[src/rtl/fpu_pkg.sv]
// Shared binary32 field widths, constants, status bit positions and payload
// types for the FP multiplier output stages.
package fpu_pkg;

  localparam int unsigned SIGN_W   = 1;
  localparam int unsigned EXP_W    = 8;
  localparam int unsigned FRAC_W   = 23;
  localparam int unsigned FP_W     = SIGN_W + EXP_W + FRAC_W;
  localparam int unsigned GRS_W    = 3;
  localparam int unsigned STATUS_W = 5;

  localparam logic [EXP_W-1:0] EXP_MAX      = 8'hFF;
  localparam int unsigned      BIAS         = 127;
  localparam logic [FP_W-1:0]  QNAN_PATTERN = 32'h7FC0_0000;

  localparam int unsigned ST_NV = 4;
  localparam int unsigned ST_OF = 3;
  localparam int unsigned ST_UF = 2;
  localparam int unsigned ST_NX = 1;
  localparam int unsigned ST_ZR = 0;

  typedef struct packed {
    logic              sign;
    logic [EXP_W-1:0]  exp;
    logic [FRAC_W-1:0] frac;
  } fp32_t;

  // Rounded product plus the upstream exception flags, carried stage 1 -> 2.
  typedef struct packed {
    logic              sign;
    logic [EXP_W-1:0]  exp_r;
    logic [FRAC_W-1:0] mant_r;
    logic              rnd_ovf;
    logic              inexact;
    logic              nv;
    logic              of;
    logic              uf;
    logic              zr;
  } s1_payload_t;

  function automatic logic [STATUS_W-1:0] make_status(
    input logic nv,
    input logic of,
    input logic uf,
    input logic nx,
    input logic zr
  );
    logic [STATUS_W-1:0] st;
    st        = '0;
    st[ST_NV] = nv;
    st[ST_OF] = of;
    st[ST_UF] = uf;
    st[ST_NX] = nx;
    st[ST_ZR] = zr;
    return st;
  endfunction

  function automatic logic [FP_W-1:0] pack_fp(
    input logic              sign,
    input logic [EXP_W-1:0]  exp,
    input logic [FRAC_W-1:0] frac
  );
    fp32_t f;
    f.sign = sign;
    f.exp  = exp;
    f.frac = frac;
    return f;
  endfunction

endpackage

[src/rtl/fp_round_rne.sv]
// Round-to-nearest-even of a normalized fraction using its guard/round/sticky
// bits; a fraction carry-out bumps the exponent.
module fp_round_rne
  import fpu_pkg::*;
(
  input  logic [FRAC_W-1:0] mant,
  input  logic [EXP_W-1:0]  exp,
  input  logic [GRS_W-1:0]  grs,
  output logic [FRAC_W-1:0] mant_r,
  output logic [EXP_W-1:0]  exp_r,
  output logic              rnd_ovf,
  output logic              inexact
);

  logic             w_guard;
  logic             w_round;
  logic             w_sticky;
  logic             w_round_up;
  logic             w_carry;
  logic [EXP_W:0]   w_exp_wide;

  assign w_guard  = grs[2];
  assign w_round  = grs[1];
  assign w_sticky = grs[0];

  // Ties (G=1, R=S=0) only round up when the kept LSB is odd.
  assign w_round_up = w_guard & (w_round | w_sticky | mant[0]);

  assign {w_carry, mant_r} = {1'b0, mant} + (FRAC_W+1)'(w_round_up);

  // Nine bits wide so an increment past 254 is visible as overflow.
  assign w_exp_wide = {1'b0, exp} + (EXP_W+1)'(w_carry);
  assign exp_r      = w_exp_wide[EXP_W-1:0];
  assign rnd_ovf    = (w_exp_wide >= (EXP_W+1)'(EXP_MAX));

  assign inexact = w_guard | w_round | w_sticky;

endmodule

[src/rtl/fp_mul_round_pack.sv]
// FP multiplier output stage: RNE rounding (stage 1) then exception priority
// and binary32 packing (stage 2), behind a 2-deep valid/ready pipeline.
module fp_mul_round_pack
  import fpu_pkg::*;
#(
  parameter logic [FP_W-1:0] QNAN_PATTERN  = fpu_pkg::QNAN_PATTERN,
  parameter bit              FLUSH_TO_ZERO = 1'b1
) (
  input  logic                clk,
  input  logic                rst,
  input  logic                in_valid,
  output logic                in_ready,
  input  logic                sign_z,
  input  logic [EXP_W-1:0]    exp_z,
  input  logic [FRAC_W-1:0]   mant_z,
  input  logic [GRS_W-1:0]    grs,
  input  logic                invalid_flag,
  input  logic                overflow_flag,
  input  logic                underflow_flag,
  input  logic                zero_flag,
  output logic                out_valid,
  input  logic                out_ready,
  output logic [FP_W-1:0]     result,
  output logic [STATUS_W-1:0] status
);

  logic                r_s1_valid;
  s1_payload_t         r_s1;
  logic                r_s2_valid;
  logic [FP_W-1:0]     r_result;
  logic [STATUS_W-1:0] r_status;

  logic                w_s1_load;
  logic                w_s2_load;
  logic [FRAC_W-1:0]   w_mant_r;
  logic [EXP_W-1:0]    w_exp_r;
  logic                w_rnd_ovf;
  logic                w_inexact;
  s1_payload_t         w_s1_next;
  logic [FP_W-1:0]     w_result;
  logic [STATUS_W-1:0] w_status;
  logic [FP_W-1:0]     w_inf;
  logic [FP_W-1:0]     w_zero;

  // Each stage may load when it is empty or its contents move on this cycle.
  assign w_s2_load = !r_s2_valid | out_ready;
  assign w_s1_load = !r_s1_valid | w_s2_load;
  assign in_ready  = w_s1_load;

  fp_round_rne u_round (
    .mant    (mant_z),
    .exp     (exp_z),
    .grs     (grs),
    .mant_r  (w_mant_r),
    .exp_r   (w_exp_r),
    .rnd_ovf (w_rnd_ovf),
    .inexact (w_inexact)
  );

  always_comb begin
    w_s1_next         = '0;
    w_s1_next.sign    = sign_z;
    w_s1_next.exp_r   = w_exp_r;
    w_s1_next.mant_r  = w_mant_r;
    w_s1_next.rnd_ovf = w_rnd_ovf;
    w_s1_next.inexact = w_inexact;
    w_s1_next.nv      = invalid_flag;
    w_s1_next.of      = overflow_flag;
    w_s1_next.uf      = underflow_flag;
    w_s1_next.zr      = zero_flag;
  end

  // Stage 1: rounded product and flags.
  always_ff @(posedge clk or posedge rst) begin
    if (rst) begin
      r_s1_valid <= 1'b0;
      r_s1       <= '0;
    end else if (w_s1_load) begin
      r_s1_valid <= in_valid;
      if (in_valid) begin
        r_s1 <= w_s1_next;
      end
    end
  end

  assign w_inf  = pack_fp(r_s1.sign, EXP_MAX, '0);
  assign w_zero = pack_fp(r_s1.sign, '0, '0);

  // Exception resolve: first matching condition wins.
  always_comb begin
    w_result = pack_fp(r_s1.sign, r_s1.exp_r, r_s1.mant_r);
    w_status = make_status(1'b0, 1'b0, 1'b0, r_s1.inexact, 1'b0);
    if (r_s1.nv) begin
      w_result = QNAN_PATTERN;
      w_status = make_status(1'b1, 1'b0, 1'b0, 1'b0, 1'b0);
    end else if (r_s1.of) begin
      w_result = w_inf;
      w_status = make_status(1'b0, 1'b1, 1'b0, 1'b0, 1'b0);
    end else if (r_s1.zr) begin
      w_result = w_zero;
      w_status = make_status(1'b0, 1'b0, 1'b0, 1'b0, 1'b1);
    end else if (r_s1.uf && FLUSH_TO_ZERO) begin
      w_result = w_zero;
      w_status = make_status(1'b0, 1'b0, 1'b1, 1'b1, 1'b1);
    end else if (r_s1.rnd_ovf) begin
      w_result = w_inf;
      w_status = make_status(1'b0, 1'b1, 1'b0, 1'b1, 1'b0);
    end
  end

  // Stage 2: packed result; holds while the consumer stalls.
  always_ff @(posedge clk or posedge rst) begin
    if (rst) begin
      r_s2_valid <= 1'b0;
      r_result   <= '0;
      r_status   <= '0;
    end else if (w_s2_load) begin
      r_s2_valid <= r_s1_valid;
      if (r_s1_valid) begin
        r_result <= w_result;
        r_status <= w_status;
      end
    end
  end

  assign out_valid = r_s2_valid;
  assign result    = r_result;
  assign status    = r_status;

endmodule
[config.mk]
export PLATFORM = sky130hd
export DESIGN_NAME = fp_mul_round_pack
export DESIGN_NICKNAME = d
export VERILOG_FILES = /design/src/rtl/fpu_pkg.sv /design/src/rtl/fp_round_rne.sv /design/src/rtl/fp_mul_round_pack.sv
export SDC_FILE = /design/constraint.sdc
export NUM_CORES = 1
export LEC_CHECK = 0
export BUFFER_PORTS_ARGS = -buffer_cell sky130_fd_sc_hd__clkbuf_2
export CORE_AREA = 4 4 86 88
export CTS_CLUSTER_SIZE = 40
export DETAILED_ROUTE_END_ITERATION = 16
export DIE_AREA = 0 0 90 92
export PLACE_DENSITY = 0.77
export SYNTH_ARGS = -nofsm -noshare
export SYNTH_HDL_FRONTEND = slang
export SYNTH_SLANG_ARGS = --single-unit
export TNS_END_PERCENT = 10
[constraint.sdc]
create_clock -name clk -period 3.51 [get_ports clk]
set_input_delay 0.702 -clock clk [delete_from_list [all_inputs] [get_ports clk]]
set_output_delay 0.702 -clock clk [all_outputs]
set_load 0.005 [all_outputs]
* Yosys cells after proc, flatten, opt, wreduce, memory -nomap -nowiden
Index checks and enable logic that the tools add are counted.
Storage, ports and cells: flip-flop bits (word level) 77, logic and storage cells 37, input bits 43, output and inout port bits 39
Operators by class: multiplexer cells 10, magnitude comparators 1, add/sub/neg operators 2, bitwise logic cells 7, reduce and logical (&&, ||, !) cells 4
Operator list (count):
- $mux 31 | 4
- $mux 32 | 1
- $add 23x1->24 | 1
- $mux 4 | 4
- $add 8x1->9 | 1
- $ge 9x8->1 const B | 1
- $or 1x1->1 | 6
- $mux 5 | 1
- $reduce_and 2->1 | 2
- $logic_not 1->1 | 2
- $and 1x1->1 | 1

* Depth between registers and ports, before layout
word-level depth 6, mapped depth 10, mapped depth without buffers 9

* Cells and area by module
From an unflattened synthesis, not the netlist that was laid out.
Unflattened totals: cells, all modules 313, area total of the unflattened synthesis 3827.4 µm²
By module, submodules not included:
- fp_mul_round_pack | sequential area each 1926.8 µm², cells an instance 220, instances 1, area each 3181.8 µm²
- fp_round_rne | sequential area each 0.0 µm², cells an instance 93, instances 1, area each 645.6 µm²

* Worst setup path before layout
No wires, ideal clock.
path kind input to register, start input port mant_z[0], end register r_s1[35] (netlist bit), setup time 0.083 ns, path buffers 1, cell stages on the path 10, data arrival time 2.588 ns, path slack 0.839 ns, path through nand4_1 -> or4_1 -> buf_2 -> nor3_1 -> ha_1 -> ha_1 -> and3_1 -> nand3_1 -> xor2_1 -> o21ai_0
On the way: cells in the longest elaborated chain, start to end 4
Ends and longest elaborated chain:
- start: declaration | line fp_mul_round_pack.sv:15 | input logic [FRAC_W-1:0] mant_z,
- $or 1x1->1 | line fp_round_rne.sv:27 | assign w_round_up = w_guard & (w_round | w_sticky | mant[0]);
- $and 1x1->1 | line fp_round_rne.sv:27
- $add 23x1->24 * | line fp_round_rne.sv:29 | assign {w_carry, mant_r} = {1'b0, mant} + (FRAC_W+1)'(w_round_up);
- $add 8x1->9 * | line fp_round_rne.sv:32 | assign w_exp_wide = {1'b0, exp} + (EXP_W+1)'(w_carry);
- end signal: assignment | line fp_mul_round_pack.sv:81 | r_s1 <= w_s1_next;
- end: declaration | line fp_mul_round_pack.sv:28 | s1_payload_t r_s1;
Every way passes the cells marked *; elsewhere a longest branch is shown, timed or not. A chain may end at the register's enable or synchronous reset.

* Worst setup path in the final report
start input port mant_z[2], end register r_s1[35] (netlist bit)
On the way: cells in the longest elaborated chain, start to end 2
Ends and longest elaborated chain (line):
- $add 23x1->24 | fp_round_rne.sv:29
- $add 8x1->9 | fp_round_rne.sv:32
Every way passes these cells.

==> out/summary.txt <==
Number of global-route vias before repair -> 2646
Final Cell Area -> 0.00415 mm^2
Resize count post-CTS -> 0
Area share of fa/ha/maj cells after synthesis -> 0.0146
Synth Register Bits -> 77
Worst R2R Start -> out_valid
Sum Neg Setup Slack -> 0 ns
Final setup skew -> 0.0100 ns
CP Cell Sequence -> clkbuf_2 > nand4_1 > or4_1 > nor3_1 > ha_1 > ha_1 > and3_1 > nand3_1 > xor2_1 > o21ai_0
Final HPWL DP -> 5.76 mm
Sequential area share after synthesis -> 0.560
Buf/Inv on CP -> 1
Hold WC Path Type -> input port to asynchronous set/reset pin
Final Hold Slack -> 0.403 ns
Routed wire length -> 7.70 mm
R2R Setup Slk -> 1.63 ns
H-tree Lvls -> 3
CTS tree -> yes
Most frequent cells after synthesis -> dfrtp_1 (77), nand2_1 (67), o21ai_0 (38)
Crit. End Element -> flip-flop
Cell Pwr Density -> 507 mW/mm^2
Via-to-Cell Ratio -> 5.47
Max-slew violations -> 0
Fraction of layout cells with a size suffix above 1 -> 0.255
Top-area cell type share of the netlist area -> 0.560
Unrepaired setup endpoints after global routing -> no
Data arrival, critical path -> 2.87 ns
CTS buffer count -> 9
Post-synthesis cell type count -> 33
Overall Global Routing Usage -> 0.193
Synth top area cells -> dfrtp_1 (56%), nand2_1 (7.3%), a22o_1 (5.6%), o21ai_0 (5.5%), xnor2_1 (2.8%)
WP data required -> 3.76 ns
CP peak stage delay -> 0.61 ns
Core footprint -> 0.00664 mm^2
Clk root buf -> clkbuf_8
Post-Synth XOR/XNOR Area -> 0.0433
Post-synth EDFFs -> 0
WL/cell -> 14.9 um
Largest delay share family, worst path -> simple AND/OR/NAND/NOR gates
Largest family of logic cells by synthesized area -> simple AND/OR/NAND/NOR gates
Syn Area/Cell -> 9.88 um^2
Largest net degree at the start of global routing -> 34
Least-Margin Pin Slew -> 0.972 ns
Post-Syn Area -> 0.00344 mm^2
DIE WIDTH -> 90 um
Post-DP Area -> 0.00395 mm^2
Clk sinks -> 77
Clk buf depth -> 2
Lkg Pwr -> 1.98 nW
Layout Utilization -> 0.624
Async SR Flop Fraction -> 1.00
Cell with the most instances after synthesis -> dfrtp_1
Post-CTS Setup Repair Bufs -> 0
MaxCap Viol Count -> 0
DRT iter0 DRCs -> 110
Mapped Cells -> 348
Area growth, synth to finish -> 20.6%
Max Clk Rate -> 382 MHz
Worst-path clk slew -> 0.08 ns
Synth Area in Simple Gates -> 0.198
Peak VDD IR -> 0.245 mV
Startpoint Class -> input port
DRC -> 0
Die H -> 92 um
Cell count of the worst reg-to-reg path -> 4
Stages on worst setup path -> 10
Mapped Nets -> 395
Post-synthesis compound-gate area fraction -> 0.153
Final Critical Period -> 2.62 ns
Final setup vio count -> 0
Initial antenna violation count -> 0
Die area -> 0.00828 mm^2
Post-route ant nets -> 0
GPL Wtd Cong -> 0.894
Area leader, netlist -> dfrtp_1
Synth warn -> 0
CP Class -> input port to flip-flop
Total global routing overflow -> 0
Synth Flop Type -> dfrtp_1
Final Hold Vio Count -> 0
Iteration count of the initial detailed-routing pass -> 4
RR Endpoint -> status[4]
Most frequent CP cell -> ha_1
Port bufs -> 81
Vias -> 2822
# diodes -> 0
Clock latency on the worst-skew pair -> 0.35 ns
Cell Rows -> 30
Initial Util -> 0.518
Hold_buf cts -> 0
Post-synthesis mux area share -> 0.00618
Final Net Count -> 478
First-pass GRT wire length -> 12.7 mm
# IOs -> 82
CP max FO -> 6
Status -> complete, no violations
Period utilization -> 0.745
CP max stage cell -> or4_1
Relative slew slack -> 0.342
## layout by cell type, fill, tap and decap left out, drive strengths merged, types with 7 or more instances in the layout
master,count
clkbuf,92
dfrtp,77
nand2,67
o21ai,38
nor2,23
a22o,22
nand3,13
xnor2,11
a31oi,11
buf,9
or3,7
## worst max-delay path by stage
stage | start | to | slack, ns
2_1_floorplan | rst | out_valid | 0.84
4_1_cts | mant_z[2] | r_s1[35] | 0.88
5_1_grt | mant_z[2] | r_s1[35] | 0.64
3_3_place_gp | mant_z[2] | r_s1[35] | 0.62
3_5_place_dp | mant_z[2] | r_s1[35] | 0.54
6_report | mant_z[2] | r_s1[35] | 0.89
## registers in the layout (all words and copies together), names as in the netlist
name        count
out_valid       1
r_s1_valid      1
status          5
result         32
r_s1           38
## routing by layer
layer | up-vias | routed length (um) | part of all wire | GRT usage
met5 | - | 0 | 0 | 0
met1 | 1339 | 3610 | 0.47 | 0.257
met3 | 10 | 448 | 0.058 | 0.0468
met4 | 0 | 138 | 0.018 | 0.0855
met2 | 75 | 3500 | 0.45 | 0.302
li1 | 1398 | - | - | -
## through the flow
stage / instances / worst slack (ns) / power (W)
6_report: 516 / 0.895 / 0.00210
5_1_grt: 516 / 0.644 / 0.00221
4_1_cts: 516 / 0.885 / 0.00212
3_5_place_dp: 500 / 0.543 / 0.00145
3_3_place_gp: 500 / 0.616 / 0.00144
2_1_floorplan: 348 / 0.839 / 0.00128
## kinds of logic (layout without fill, tap and decap cells)
kind of cell | count (synthesis) | in the layout
and+or+nand+nor | 145 | 145
AOI/OAI and AO/OA | 81 | 81
muxes | 2 | 2
xor gates and xnor gates | 17 | 17
adders and majority gates | 4 | 4
buffers and inverters | 22 | 110
DFF | 77 | 77
## layout make-up
cell class | instances | area [um^2]
Clock buffer | 11 | 141
Clock inverter | 5 | 58.8
Fill cell | 557 | 2490
Inverter | 4 | 15.0
Multi-Input combinational cell | 249 | 1430
Sequential cell | 77 | 1930
Tap cell | 80 | 100
Timing Repair Buffer | 90 | 473
## report_power, final
part           total [W]  internal, W  leakage (nW)  switching [W]
sequential       0.00109      0.00101         0.963      0.0000808
combinational   0.000340     0.000150         0.924       0.000190
clock           0.000669     0.000349        0.0959       0.000320
total            0.00210      0.00151          1.98       0.000590
No activity file was read; power rests on OpenSTA's default activity.
